==> config.mk <==
export PLATFORM = sky130hd
export DESIGN_NAME = seq_div_n
export DESIGN_NICKNAME = d
export VERILOG_FILES = /design/src/rtl/div_pkg.sv /design/src/rtl/div_step.sv /design/src/rtl/seq_div_n.sv
export SDC_FILE = /design/constraint.sdc
export NUM_CORES = 1
export LEC_CHECK = 0
export ABC_AREA = 1
export BUFFER_PORTS_ARGS = -buffer_cell sky130_fd_sc_hd__clkbuf_2
export CAP_MARGIN = 10
export CORE_MARGIN = 5
export CORE_UTILIZATION = 57
export DETAILED_ROUTE_END_ITERATION = 16
export GPL_TIMING_DRIVEN = 0
export PLACE_DENSITY_LB_ADDON = 0.15
export SLEW_MARGIN = 20
export SYNTH_ARGS = -nofsm -noshare
export SYNTH_HDL_FRONTEND = slang
export SYNTH_SLANG_ARGS = --single-unit
==> constraint.sdc <==
create_clock -name clk -period 2.3 [get_ports clk]
set_clock_uncertainty 0.15 [all_clocks]
set_input_delay 0.46 -clock clk [delete_from_list [all_inputs] [get_ports clk]]
set_output_delay 0.46 -clock clk [all_outputs]
set_load 0.05 [all_outputs]
==> src/rtl/div_pkg.sv <==
// -----------------------------------------------------------------------------
// div_pkg
// Shared definitions for the sequential restoring divider (seq_div_n) and its
// single-iteration step (div_step).
//   state_t     : divider FSM states IDLE / RUN / DONE
//   div_cnt_w() : iteration counter width for an N-bit divide, clog2(N)
//   DIV_ZERO_Q  : quotient returned on divide by zero (all ones, sliced to N)
// -----------------------------------------------------------------------------
package div_pkg;

    typedef enum logic [1:0] {
        IDLE = 2'd0,
        RUN  = 2'd1,
        DONE = 2'd2
    } state_t;

    // Counter runs 0..N-1, so clog2(N) bits are enough (N >= 2 gives >= 1).
    function automatic int div_cnt_w(input int n);
        return $clog2(n);
    endfunction

    localparam logic [63:0] DIV_ZERO_Q = '1;

endpackage

==> src/rtl/div_step.sv <==
// -----------------------------------------------------------------------------
// div_step
// One combinational restoring-division iteration. The partial remainder is
// shifted left by one with the next dividend bit appended, forming an (N+1)-bit
// trial value; the divisor is subtracted when it fits.
// Ports:
//   rem_in  [N-1:0] : partial remainder before this step (always < b)
//   dvd_bit         : next dividend bit, MSB first
//   b       [N-1:0] : divisor (magnitude)
//   rem_out [N-1:0] : partial remainder after this step
//   q_bit           : quotient bit produced by this step
// -----------------------------------------------------------------------------
module div_step #(
    parameter int N = 8
) (
    input  logic [N-1:0] rem_in,
    input  logic         dvd_bit,
    input  logic [N-1:0] b,
    output logic [N-1:0] rem_out,
    output logic         q_bit
);

    logic [N:0] trial;

    always_comb begin
        trial = {rem_in, dvd_bit};
        q_bit = (trial >= {1'b0, b});
        // The true difference is < b, so it fits in N bits; computing it
        // modulo 2^N on the low bits gives the exact result.
        if (q_bit) begin
            rem_out = trial[N-1:0] - b;
        end else begin
            rem_out = trial[N-1:0];
        end
    end

endmodule

==> src/rtl/seq_div_n.sv <==
// -----------------------------------------------------------------------------
// seq_div_n
// Multi-cycle restoring divider: quotient and remainder of two N-bit operands
// with a valid/ready handshake on both sides. One restoring step per clock,
// MSB first, using a single shared div_step instance.
//
// Optional feature macro: DIV_SIGNED_EN
//   defined   : is_signed port exists; signed ops divide magnitudes and fix
//               the signs when the result registers are written (quotient
//               truncates toward zero, remainder follows the dividend sign).
//   undefined : unsigned only, no is_signed port.
//
// Ports:
//   clk, rst           : clock, asynchronous active-high reset
//   in_valid/in_ready  : operand handshake (in_ready only in IDLE, 0 in reset)
//   a, b               : dividend, divisor
//   is_signed          : two's-complement op (DIV_SIGNED_EN only)
//   out_valid/out_ready: result handshake (out_valid in DONE)
//   q, r, div_by_zero  : registered results, stable while out_valid is high
//   busy               : high in RUN or DONE
// -----------------------------------------------------------------------------
module seq_div_n
    import div_pkg::*;
#(
    parameter int N = 8
) (
    input  logic         clk,
    input  logic         rst,
    input  logic         in_valid,
    output logic         in_ready,
    input  logic [N-1:0] a,
    input  logic [N-1:0] b,
`ifdef DIV_SIGNED_EN
    input  logic         is_signed,
`endif
    output logic         out_valid,
    input  logic         out_ready,
    output logic [N-1:0] q,
    output logic [N-1:0] r,
    output logic         div_by_zero,
    output logic         busy
);

    localparam int CNT_W = div_cnt_w(N);

    state_t state_q, state_d;

    // Dividend shift register: dividend bits leave at the MSB while quotient
    // bits enter at the LSB, so after N steps it holds the quotient.
    logic [N-1:0]     dvd_q, dvd_d;
    logic [N-1:0]     dvs_q, dvs_d;
    logic [N-1:0]     rem_q, rem_d;
    logic [CNT_W-1:0] cnt_q, cnt_d;

    logic [N-1:0]     q_q, q_d;
    logic [N-1:0]     r_q, r_d;
    logic             dbz_q, dbz_d;

    logic [N-1:0]     a_mag, b_mag;
    logic [N-1:0]     quot_fin, rem_fin;
    logic [N-1:0]     q_fix, r_fix;
    logic [N-1:0]     step_rem;
    logic             step_q;
    logic             accept;
    logic             last_step;

`ifdef DIV_SIGNED_EN
    logic             a_neg, b_neg;
    logic             qneg_q, qneg_d;
    logic             rneg_q, rneg_d;
`endif

    assign accept    = (state_q == IDLE) && in_valid;
    assign last_step = (state_q == RUN) && (cnt_q == CNT_W'(N - 1));

    div_step #(.N(N)) u_step (
        .rem_in  (rem_q),
        .dvd_bit (dvd_q[N-1]),
        .b       (dvs_q),
        .rem_out (step_rem),
        .q_bit   (step_q)
    );

    // Operand conditioning and final sign correction.
    always_comb begin
        quot_fin = {dvd_q[N-2:0], step_q};
        rem_fin  = step_rem;
`ifdef DIV_SIGNED_EN
        a_neg = is_signed & a[N-1];
        b_neg = is_signed & b[N-1];
        a_mag = a_neg ? -a : a;
        b_mag = b_neg ? -b : b;
        // Most-negative / -1 needs no special case: the magnitude quotient
        // 2^(N-1) with a positive sign already equals a.
        q_fix = qneg_q ? -quot_fin : quot_fin;
        r_fix = rneg_q ? -rem_fin : rem_fin;
`else
        a_mag = a;
        b_mag = b;
        q_fix = quot_fin;
        r_fix = rem_fin;
`endif
    end

    // Datapath next-state.
    always_comb begin
        dvd_d  = dvd_q;
        dvs_d  = dvs_q;
        rem_d  = rem_q;
        cnt_d  = cnt_q;
        q_d    = q_q;
        r_d    = r_q;
        dbz_d  = dbz_q;
`ifdef DIV_SIGNED_EN
        qneg_d = qneg_q;
        rneg_d = rneg_q;
`endif
        unique case (state_q)
            IDLE: begin
                if (accept) begin
                    dvd_d = a_mag;
                    dvs_d = b_mag;
                    rem_d = '0;
                    cnt_d = '0;
                    dbz_d = (b == '0);
`ifdef DIV_SIGNED_EN
                    qneg_d = a_neg ^ b_neg;
                    rneg_d = a_neg;
`endif
                    if (b == '0) begin
                        q_d = DIV_ZERO_Q[N-1:0];
                        r_d = a;
                    end
                end
            end
            RUN: begin
                dvd_d = quot_fin;
                rem_d = step_rem;
                cnt_d = cnt_q + 1'b1;
                if (last_step) begin
                    q_d = q_fix;
                    r_d = r_fix;
                end
            end
            default: begin
            end
        endcase
    end

    // FSM next-state.
    always_comb begin
        state_d = state_q;
        unique case (state_q)
            IDLE: begin
                if (in_valid) begin
                    state_d = (b == '0) ? DONE : RUN;
                end
            end
            RUN: begin
                if (last_step) begin
                    state_d = DONE;
                end
            end
            DONE: begin
                if (out_ready) begin
                    state_d = IDLE;
                end
            end
            default: state_d = IDLE;
        endcase
    end

    // FSM outputs: all decoded from the state register; in_ready is also
    // forced low while reset is held.
    always_comb begin
        in_ready  = (state_q == IDLE) && !rst;
        out_valid = (state_q == DONE);
        busy      = (state_q == RUN) || (state_q == DONE);
    end

    assign q           = q_q;
    assign r           = r_q;
    assign div_by_zero = dbz_q;

    // State and visible result registers.
    always_ff @(posedge clk or posedge rst) begin
        if (rst) begin
            state_q <= IDLE;
            q_q     <= '0;
            r_q     <= '0;
            dbz_q   <= 1'b0;
        end else begin
            state_q <= state_d;
            q_q     <= q_d;
            r_q     <= r_d;
            dbz_q   <= dbz_d;
        end
    end

    // Working registers are always reloaded on accept, so they need no reset.
    always_ff @(posedge clk) begin
        dvd_q  <= dvd_d;
        dvs_q  <= dvs_d;
        rem_q  <= rem_d;
        cnt_q  <= cnt_d;
`ifdef DIV_SIGNED_EN
        qneg_q <= qneg_d;
        rneg_q <= rneg_d;
`endif
    end

endmodule
Word-level counts from Yosys, hierarchy flattened. Index checks and enable logic that the tools add are counted.

Flip-flop bits (word level): 46. Bits in latches: 0. Memory bits (writable): 0. Bits in read-only memories: 0. Logic and storage cells: 51. Memories: 0.

Add/sub/neg operators: 2. $mul: 0. Divide/modulo/power cells: 0. Magnitude comparators: 1. Equal/unequal tests: 8. Shifts and indexed selects: 0. Muxes and demuxes: 20. Bitwise gates (word level): 0. Reduce and logical (&&, ||, !) cells: 12.

Operators with widths (count): 2-to-1 mux 8 bit (9); case mux 8 bit (2 select lines) (4); greater-or-equal comparator 9 x 8 -> 1 bit (1); zero test 8 bit (1); 2-to-1 mux 2 bit (4); subtractor 8 bit (1); inequality test 2 bit (second input constant) (3); case mux 2 bit (3 select lines) (1); case mux 3 bit (2 select lines) (1); inequality test 2 x 1 -> 1 bit (second input constant) (2); AND reduction 2 bit (2); AND reduction 4 bit (1); adder 3 x 1 -> 3 bit (second input constant) (1); == test 3 bit (second input constant) (1); logical AND 1 bit (3); 2-to-1 mux 3 bit (1); AND reduction 3 bit (1); == test 2 x 1 -> 1 bit (second input constant) (1); == test 2 bit (second input constant) (1); zero test 2 bit (1); nonzero test 2 bit (1); zero test 1 bit (1); logical OR 1 bit (1).

Depth between registers and ports, before layout. Gate-level depths: netlist (run 1).

Word-level depth: 4. Mapped depth: 13. Depth with buffers taken out: 13.

By module. A second synthesis (run 1) with hierarchy kept.

Cells, all modules: 313. Area total of the unflattened synthesis: 2660.1 um^2.

By module, submodules not included: seq_div_n (times used 1, cells an instance 204, area an instance 2008.2 um^2, seq. area each 1286.2 um^2); div_step (times used 1, cells an instance 109, area an instance 651.9 um^2, seq. area each 0.0 um^2).

Least setup slack after synthesis (run 1). OpenSTA, ideal clock, no wires.

Path kind: register to output. From: reg state_q[0]. To: out in_ready. Data arrival time: 1.361 ns. Data required time: 1.690 ns. Slack: 0.329 ns. Stages on the path, launching flop included: 5. Path buffers: 0. Cells stage by stage: dfrtp_1 > inv_1 > ha_1 > inv_2 > nor2_1.

Word-level cells in the longest chain between the ends: 2.

Ends and longest elaborated chain: start: declaration (RTL line seq_div_n.sv:46) `state_t state_q, state_d;`; start signal: assignment (RTL line seq_div_n.sv:193) `state_q <= state_d;`; zero test 2 bit (RTL line seq_div_n.sv:176) `in_ready = (state_q == IDLE) && !rst;`; logical AND 1 bit (RTL line seq_div_n.sv:176); end: declaration (RTL line seq_div_n.sv:30) `output logic in_ready,`.

No other way between the ends.

Worst setup path in the final report (run 1).
From: reg dvd_q[7]. To: reg r_q[6], in the netlist r[6].

Word-level cells in the longest chain between the ends: 4. Elaborated cells between the ends (all ways): 5.

Ends and longest elaborated chain: start: declaration (RTL line seq_div_n.sv:50) `logic [N-1:0] dvd_q, dvd_d;`; start signal: assignment (RTL line seq_div_n.sv:202) `dvd_q <= dvd_d;`; subtractor 8 bit / greater-or-equal comparator 9 x 8 -> 1 bit (equally long branches) (RTL line div_step.sv:31, div_step.sv:27); 2-to-1 mux 8 bit * (RTL line div_step.sv:30) `if (q_bit) begin`; 2-to-1 mux 8 bit * (RTL line seq_div_n.sv:140) `if (last_step) begin`; case mux 8 bit (2 select lines) * (RTL line seq_div_n.sv:118) `unique case (state_q)`; end signal: assignment (RTL line seq_div_n.sv:195) `r_q <= r_d;`; end: declaration (RTL line seq_div_n.sv:56) `logic [N-1:0] r_q, r_d;`.

Mark *: on every way between the ends. The rest lies on a longest branch, timed or not. The select of a mux whose other input is x is not followed. A chain may end at the register's enable or synchronous reset.

==> qor.txt, run 1 <==
Commonest cells after routing, fill and taps aside: nand2_1 (71), inv_1 (45), clkbuf_2 (39)
Initial antenna violation count: 0
CP Depth: 12
Max Transition Viols Final: 0
Nets@finish: 379
Initial Utilization: 0.592
Dpl hpwl: 4120 um
Crit path max-delay family: simple AND/OR/NAND/NOR gates
Worst slew pin tran: 0.799 ns
Area after DPL: 2850 um2
Via/cell ratio: 5.37
Post-CTS Setup Bufs: 0
Largest net degree at the start of global routing: 20
Relative slew slack: 0.467
CP max-delay cell: fa_1
Cells after synthesis: 299
Final std cells w/o fill: 398
WP data required: 2.39 ns
Crit path time final: 2.10 ns
Post-Syn Area: 2590 um2
Hold Crit Class: in -> async
DR pass1 iterations: 4
Post-route DRC: 0
Worst stage delay on the critical path: 0.42 ns
Worst EP arrival: 2.19 ns
CTS tree: yes
IO Count: 40
Post-synth top area share: 0.313
CP endpoint kind: flip-flop
H-Tree Depth: 2
Layout cells sized above 1: 0.214
Clk buf depth: 2
Routed vias: 2,137
Post-place setup slack: 0.111 ns
Inst Count DP: 390
Die H: 77.5 um
Syn Nets: 333
Hold buffers post-CTS: 0
Row count: 24
Avg Cell Area, Syn: 8.67 um2
Ys Warns: 0
Commonest non-fill, non-tap cell in the layout: nand2_1
Largest cells by area after synthesis: edfxtp_1 (31%), dfrtp_1 (18%), nand2_1 (10%)
Synth Area in XOR/XNOR: 0.0101
Gpl congestion: 0.868
Drt total wl: 5480 um
Worst-skew pair later-pin latency: 0.29 ns
PwrDens: 1610 nW/um2
Buf+Inv Stages, Crit Path: 2
Root buffer cell: clkbuf_8
Cell variety after synth: 33
Synth Area in Simple Gates: 0.281
CTS buffer count: 5
Fin. Hold Viols: 0
First-pass GRT wire length: 9250 um
Routed len/inst: 13.8 um
Number of global-route vias before repair: 2,030
Synth Area in Adders: 0.0704
Max Cap Viol: 0
Post-route ant nets: 0
Period utilization: 0.911
RSZ-0062 raised after global routing: false
Final WS setup: 0.204 ns
I/O Buffers: 39
Clock transition at path regs: 0.09 ns
Inserted Diodes: 0
Synthesized flop and latch total: 46
Final setup violation count: 0
Critical path peak fanout: 2
Core area: 4380 um2
Fmax: 477 MHz
Setup tns final: 0 ns
Largest family of logic cells by synthesized area: simple AND/OR/NAND/NOR gates
Design area: 2960 um2
Post-synthesis compound-gate area fraction: 0.0540
CP cell instances: inv_1, ha_1, fa_1, nor2_1, nand2_1, nand3_1, nand2_1, nand2_1, nand3_1, nand3_1, nand2_1, inv_1
Total GRT Usage: 0.191
Crit-path most repeated cell: nand2_1
Path depth of the worst reg2reg path: 12
Leakage: 1.51 nW
Area growth from synthesis to layout: 14.2%
Outcome: finished clean
Maximum vdd drop: 1.23 mV
Register area share after synthesis: 0.496
Mux contribution to synthesized area: 0
Die ar.: 6000 um2
Die width: 77.5 um
Remaining Overflow, GRT: 0
DRT iter0 DRCs: 122
Number of clock sinks: 46
CP Launch Type: flip-flop
Setup CP Type: reg -> reg
Leading area contributor after synthesis: edfxtp_1
-- synthesized netlist by cell type --
| cell | n |
|---|---|
| nand4_4 | 1 |
| buf_2 | 2 |
| a22oi_1 | 1 |
| nor2_4 | 1 |
| inv_2 | 3 |
| o31ai_1 | 1 |
| a31oi_1 | 3 |
| or2_0 | 3 |
| o22ai_2 | 1 |
| xor2_1 | 2 |
| nand4_1 | 10 |
| nand3_1 | 24 |
| or2_2 | 5 |
| inv_4 | 1 |
| buf_1 | 1 |
| buf_6 | 2 |
| a21oi_1 | 9 |
| edfxtp_1 | 27 |
| dfrtp_1 | 19 |
| nand3_2 | 1 |
| nor2_1 | 31 |
| xnor2_1 | 1 |
| nand2_4 | 1 |
| clkbuf_1 | 2 |
| nor2_2 | 2 |
| fa_1 | 1 |
| nand2_2 | 4 |
| nand3_4 | 1 |
| o21ai_0 | 8 |
| a21oi_2 | 1 |
| ha_1 | 13 |
| nand2_1 | 72 |
| inv_1 | 45 |
-- timing repair --
action,in CTS,in global routing
setup endpoints to repair,0,19
resized for setup,0,1
hold endpoints to repair,0,0
-- power breakdown --
part / leakage [nW] / switching [mW] / internal (mW)
registers: 0.473 / 0.177 / 1.33
clock network: 0.0544 / 0.274 / 0.276
logic: 0.986 / 1.94 / 0.772
-- sequential cells by signal, summed over array words and instances (netlist names) --
name / cells
dvs_q: 8
rem_q: 8
state_q: 2
q: 8
dvd_q: 8
r: 8
div_by_zero: 1
cnt_q: 3
-- final timing paths --
kind	slack (ns)	from	to
max in group asynchronous	1.36	rst	state_q[0]
max reg2reg	0.20	dvd_q[7]	r[6]
min	0.15	rst	state_q[1]
max	0.20	dvd_q[7]	r[6]
min in group clk	0.21	b[1]	dvs_q[1]
min reg2reg	0.35	q[4]	q[4]
-- final cells by class --
| cell class | instances | area, um2 |
|---|---|---|
| sequential | 46 | 1290 |
| clock buffer | 7 | 96.3 |
| tap | 52 | 65.1 |
| multi-input combinational | 197 | 1080 |
| timing repair buffer | 39 | 195 |
| buffer | 7 | 43.8 |
| fill | 365 | 1420 |
| inverter | 49 | 186 |
| clock inverter | 1 | 8.76 |
-- cells by family (layout without fill, tap and decap cells) --
group                    Yosys count  after routing
adder cells (fa/ha/maj)           14             14
XOR/XNOR                           3              3
flip-flops                        46             46
AND/OR/NAND/NOR                  156            156
AO/OA/AOI/OAI                     24             24
buffers and inverters             56            103
-- through the flow --
stage	hold slack, ns	power (mW)	util
after CTS	0.160	4.79	0.675
after global placement	0.316	4.16	0.651
final	0.147	4.77	0.676
after floorplan	0.261	3.61	-
after global routing	0.188	5.12	0.676
after detailed placement	0.327	4.23	0.651
-- routing by layer --
layer  GRT usage  vias up  part of all wire
li1            -     1062                 -
met1       0.264     1011              0.45
met2       0.316       60              0.48
met3      0.0417        4             0.062
met4      0.0309        0            0.0053
met5           0        -                 0
(Power assumes the default switching activity.)
==> inputs of run 2 (changes only) <==
--- a/config.mk
+++ b/config.mk
@@ -8,8 +8,10 @@
 export ABC_AREA = 1
 export BUFFER_PORTS_ARGS = -buffer_cell sky130_fd_sc_hd__clkbuf_2
 export CAP_MARGIN = 10
+export CELL_PAD_IN_SITES_DETAIL_PLACEMENT = 2
+export CELL_PAD_IN_SITES_GLOBAL_PLACEMENT = 2
 export CORE_MARGIN = 5
-export CORE_UTILIZATION = 57
+export CORE_UTILIZATION = 34
 export DETAILED_ROUTE_END_ITERATION = 16
 export GPL_TIMING_DRIVEN = 0
 export PLACE_DENSITY_LB_ADDON = 0.15
==> qor.txt, run 2 (synthesis results as in run 1) <==
Crit path time final: 2.13 ns (+0.0377 ns)
Met1 WL: 3290 um (+33%)
Die ar.: 9480 um2 (+58%)
Drt total wl: 7060 um (+29%)
Path depth of the worst reg2reg path: 11 (-1)
Number of clock sinks: 46 (unchanged)
Clock transition at path regs: 0.09 ns (about the same)
Commonest cells after routing, fill and taps aside: nand2_1 (71), inv_1 (45), clkbuf_2 (39)
I/O Buffers: 39 (unchanged)
Post-route DRC: 0 (unchanged)
Period utilization: 0.928 (+0.0164)
Nets@finish: 379 (unchanged)
IO Count: 40 (unchanged)
CTS tree: yes
Area growth from synthesis to layout: 16.2%
Clk buf depth: 2 (unchanged)
Number of global-route vias before repair: 2,496 (+23%)
Final setup violation count: 0 (unchanged)
Hold buffers post-CTS: 0 (unchanged)
Crit path capture: r[1]
Crit path max-delay family: simple AND/OR/NAND/NOR gates
CP cell instances: ha_1, nand2_1, nand2_1, nand2_1, nand2_1, nand2_1, nand4_4, nand3_1, nand3_1, nand2_1, inv_1
Outcome: finished clean
Worst flop-to-flop path startpoint: rem_q[1]
CP Depth: 11 (-1)
CTS buffer count: 5 (unchanged)
Post-CTS Setup Bufs: 0 (unchanged)
Initial Utilization: 0.354 (-0.238)
Fmax: 469 MHz (-1.8%)
Max Cap Viol: 0 (unchanged)
Critical path peak fanout: 10 (+8)
DR pass1 iterations: 4 (unchanged)
CP max-delay cell: edfxtp_1
Total GRT Usage: 0.160 (-0.0310)
Worst slew pin tran: 0.796 ns (-0.00318 ns)
Post-Route Utilization: 0.411 (-0.265)
Die width: 97.3 um (+26%)
Core area: 7330 um2 (+67%)
Die H: 97.3 um (+26%)
Reg2reg setup slack: 0.17 ns (-0.04 ns)
Setup tns final: 0 ns (unchanged)
Fin. Hold Viols: 0 (unchanged)
Buf+Inv Stages, Crit Path: 1 (-1)
CP endpoint kind: flip-flop
DRT iter0 DRCs: 85 (-30%)
Fill cells: 848 (+130%)
Crit-path most repeated cell: nand2_1
Setup CP Type: reg -> reg
Root buffer cell: clkbuf_8
Leakage: 1.50 nW (-0.75%)
Row count: 31 (+29%)
WP data required: 2.35 ns (-0.04 ns)
Worst EP arrival: 2.19 ns (about the same)
Maximum vdd drop: 0.703 mV (-43%)
Initial antenna violation count: 0 (unchanged)
Commonest non-fill, non-tap cell in the layout: nand2_1
CP Launch Type: flip-flop
Remaining Overflow, GRT: 0 (unchanged)
Worst Setup SP: rem_q[1]
Relative slew slack: 0.469 (+0.00212)
PwrDens: 1610 nW/um2 (-0.33%)
Worst-skew pair later-pin latency: 0.31 ns (+0.02 ns)
Top Layer Used: met4
Inserted Diodes: 0 (unchanged)
Worst stage delay on the critical path: 0.43 ns (about the same)
First-pass GRT wire length: 12,300 um (+33%)
Max Transition Viols Final: 0 (unchanged)
Post-route ant nets: 0 (unchanged)
H-Tree Depth: 2 (unchanged)
Routed vias: 2,131 (-0.28%)
Reg2reg end: r[1]
RSZ-0062 raised after global routing: false
Gpl congestion: 0.827 (-4.7%)
Largest net degree at the start of global routing: 20 (unchanged)
Layout cells sized above 1: 0.223 (+0.00867)
Hold Crit Class: in -> async
Met3 wire len: 250 um (-27%)
Routed len/inst: 15.9 um (+15%)
Met2 WL: 3420 um (+29%)
Via/cell ratio: 4.79 (-11%)
Dpl hpwl: 5660 um (+38%)
-- run 2: cell types whose count changed in the layout (fill, tap and decap cells not counted), sizes merged --
cell	change
clkbuf	-1
clkinv	+1
-- run 2: power by group --
| group | internal, mW | switching (mW) | total, mW |
|---|---|---|---|
| combinational | 0.794 | 2.04 | 2.83 |
| clock | 0.211 | 0.274 | 0.485 |
| sequential | 1.33 | 0.190 | 1.52 |
-- run 2: worst register-to-register path: cells and delay by family, from the launching register on --
family	cells	cell delay, ns
buf+inv	1	0.04
fa+ha+maj	1	0.40
flops	1	0.43
simple gates	9	1.03
-- run 2: worst min path at each step --
stage	depth (start not counted)	end	from
after global placement	2	div_by_zero	div_by_zero
after detailed placement	2	div_by_zero	div_by_zero
after CTS	2	state_q[1]	rst
after global routing	1	dvs_q[7]	b[7]
final	2	div_by_zero	rst
after floorplan	1	div_by_zero	rst
-- run 2: layout make-up --
type,count,area (um2),share of cell area
flip-flops and latches,46,1290,0.427
multi-input cells,197,1090,0.363
repair buffers,39,195,0.0648
inverters,49,186,0.0619
well taps,99,124,0.0411
clock buffers,6,72.6,0.0241
plain buffers,7,43.8,0.0145
clock inverters,2,10.0,0.00332
-- run 2: metal layers --
metal | vias to the layer above | GRT usage
met3 | 10 | 0.0366
li1 | 1056 | -
met5 | - | 0
met1 | 1030 | 0.200
met2 | 35 | 0.277
met4 | 0 | 0.0447
-- run 2: per-stage QoR --
| step | setup slack [ns] | total power, mW | cell area, um2 | hold WS, ns | cells |
|---|---|---|---|---|---|
| final | 0.166 | 4.84 | 3010 | 0.132 | 445 |
| after global routing | 0.00604 | 5.27 | 3010 | 0.178 | 445 |
| after CTS | 0.0220 | 4.90 | 3000 | 0.174 | 445 |
| after detailed placement | 0.0393 | 4.39 | 2910 | 0.324 | 437 |
| after global placement | 0.0923 | 4.26 | 2910 | 0.317 | 437 |
| after floorplan | 0.329 | 3.61 | 2590 | 0.261 | 299 |
-- run 2: timing repair --
item | CTS | global route
gates resized for setup | 0 | 6
endpoints found under the setup margin | 0 | 22
endpoints found under the hold margin | 0 | 0
==> inputs of run 3 (changes only) <==
--- a/config.mk
+++ b/config.mk
@@ -10,6 +10,7 @@
 export CAP_MARGIN = 10
 export CELL_PAD_IN_SITES_DETAIL_PLACEMENT = 2
 export CELL_PAD_IN_SITES_GLOBAL_PLACEMENT = 2
+export CORE_ASPECT_RATIO = 1.5
 export CORE_MARGIN = 5
 export CORE_UTILIZATION = 34
 export DETAILED_ROUTE_END_ITERATION = 16
==> qor.txt, run 3 (synthesis results as in run 1) <==
Hold Crit Class: in -> async
Area growth from synthesis to layout: 18.8%
Final std cells w/o fill: 448 (+0.67%)
Design area: 3080 um2 (+2.3%)
Post-CTS Setup Bufs: 0 (unchanged)
Remaining Overflow, GRT: 0 (unchanged)
Critical path peak fanout: 10 (unchanged)
Setup CP Type: reg -> reg
Commonest non-fill, non-tap cell in the layout: nand2_1
Storage cell area: 1290 um2 (unchanged)
Number of cells upsized or downsized after cts: 1 (+1)
Leakage: 1.54 nW (+2.3%)
Number of clock sinks: 46 (unchanged)
Fill cells: 914 (+7.8%)
Die H: 117 um (+20%)
Final setup violation count: 0 (unchanged)
Clock transition at path regs: 0.06 ns (-0.03 ns)
Row count: 39 (+26%)
First-pass GRT wire length: 12,100 um (-1.3%)
Path depth of the worst reg2reg path: 11 (unchanged)
Drt total wl: 7340 um (+3.9%)
Commonest cells after routing, fill and taps aside: nand2_1 (71), inv_1 (45), clkbuf_2 (39)
Period utilization: 0.941 (+0.0128)
Clock power frac: 0.157 (+0.057)
Sequential power share: 0.295 (-0.019)
Worst flop-to-flop path startpoint: rem_q[1]
Fmax: 462 MHz (-1.4%)
Setup tns final: 0 ns (unchanged)
Routed vias: 2,146 (+0.70%)
Nets@finish: 379 (unchanged)
Core area: 7510 um2 (+2.5%)
CP cell instances: ha_1, nand2_1, nand2_1, nand2_1, nand2_1, nand2_1, nand4_4, nand3_1, nand3_1, nand2_1, inv_1
Crit path max-delay family: simple AND/OR/NAND/NOR gates
Hold buffers post-CTS: 0 (unchanged)
CP endpoint kind: flip-flop
Post-Route Utilization: 0.410 (-0.000902)
Final WS setup: 0.137 ns (-0.0294 ns)
Buf+Inv Stages, Crit Path: 1 (unchanged)
CP max-delay cell: edfxtp_1
CTS buffer count: 5 (unchanged)
Pint: 2.62 mW (+12%)
Reg2reg end: r[2]
Largest net degree at the start of global routing: 20 (unchanged)
Post-route DRC: 0 (unchanged)
CTS tree: yes
Via/cell ratio: 4.79 (about the same)
Max Cap Viol: 0 (unchanged)
Clk buf depth: 2 (unchanged)
Sw frac: 0.492 (-0.0254)
Post-place setup slack: 0.0387 ns (-0.000601 ns)
Layout cells sized above 1: 0.208 (-0.0145)
NetSw: 2.54 mW (+1.4%)
Outcome: finished clean
Maximum vdd drop: 0.883 mV (+26%)
Root buffer cell: clkbuf_16
Die width: 81.3 um (-16%)
Dpl hpwl: 5830 um (+2.9%)
CP Launch Type: flip-flop
Worst Setup SP: rem_q[1]
PwrDens: 1670 nW/um2 (+4.3%)
Relative slew slack: 0.419 (-0.0498)
Max Transition Viols Final: 0 (unchanged)
Worst EP arrival: 2.19 ns (about the same)
Fin. Hold Viols: 0 (unchanged)
Crit path time final: 2.16 ns (+0.0294 ns)
Multi-input gate area: 1080 um2 (-1.4%)
Inst Count DP: 440 (+0.69%)
Routed len/inst: 16.4 um (+3.2%)
RSZ-0062 raised after global routing: false
Worst slew pin tran: 0.870 ns (+0.0746 ns)
Post-route ant nets: 0 (unchanged)
Inserted Diodes: 0 (unchanged)
Crit-path most repeated cell: nand2_1
Initial antenna violation count: 0 (unchanged)
I/O Buffers: 39 (unchanged)
Design Power: 5.16 mW (+6.7%)
Total GRT Usage: 0.171 (+0.0115)
IO Count: 40 (unchanged)
DRT iter0 DRCs: 25 (-71%)
Worst-skew pair later-pin latency: 0.29 ns (-0.02 ns)
DR pass1 iterations: 4 (unchanged)
Worst stage delay on the critical path: 0.41 ns (-0.02 ns)
Comb power frac: 0.548 (-0.037)
Die ar.: 9510 um2 (+0.38%)
Area after DPL: 2920 um2 (+0.13%)
Gpl congestion: 0.810 (-2.1%)
Hold slack final: 0.188 ns (+0.0556 ns)
Number of global-route vias before repair: 2,440 (-2.2%)
WP data required: 2.33 ns (-0.02 ns)
Reg2reg setup slack: 0.14 ns (-0.03 ns)
H-Tree Depth: 2 (unchanged)
Initial Utilization: 0.345 (-0.00866)
-- run 3: changes by cell type in the layout (fill, tap and decap cells not counted), sizes merged --
| cell | previous run | this run |
|---|---|---|
| clkinv | 2 | 0 |
| bufinv | 0 | 1 |
| clkbuf | 47 | 48 |
-- run 3: worst max-delay path by stage --
stage / to / depth (start not counted)
CTS: r[2] / 11
detailed placement: dvd_q[5] / 5
global route: r[2] / 11
global placement: dvd_q[5] / 5
finish: r[2] / 11
floorplan: in_ready / 4
-- run 3: area by class of cell --
type	count	area share
Buffer	7	0.0142
Clock buffer	7	0.0430
Clock inverter	1	0.00974
Inverter	49	0.0605
Multi-Input combinational cell	197	0.350
Sequential cell	46	0.417
Tap cell	102	0.0414
Timing Repair Buffer	39	0.0633
-- run 3: power groups by stage --
stage	clock network [mW]	registers (mW)	logic [mW]
floorplan	0	1.98	1.63
global placement	0	1.53	2.78
detailed placement	0	1.54	2.86
CTS	0.842	1.53	2.89
global route	0.877	1.56	3.12
finish	0.813	1.52	2.83
-- run 3: layer usage --
layer / vias up / GRT usage / wire length [um]
li1: 1055 / - / -
met1: 1060 / 0.186 / 2930
met2: 23 / 0.325 / 4110
met3: 8 / 0.0360 / 174
met4: 0 / 0.0530 / 118
met5: - / 0 / 0
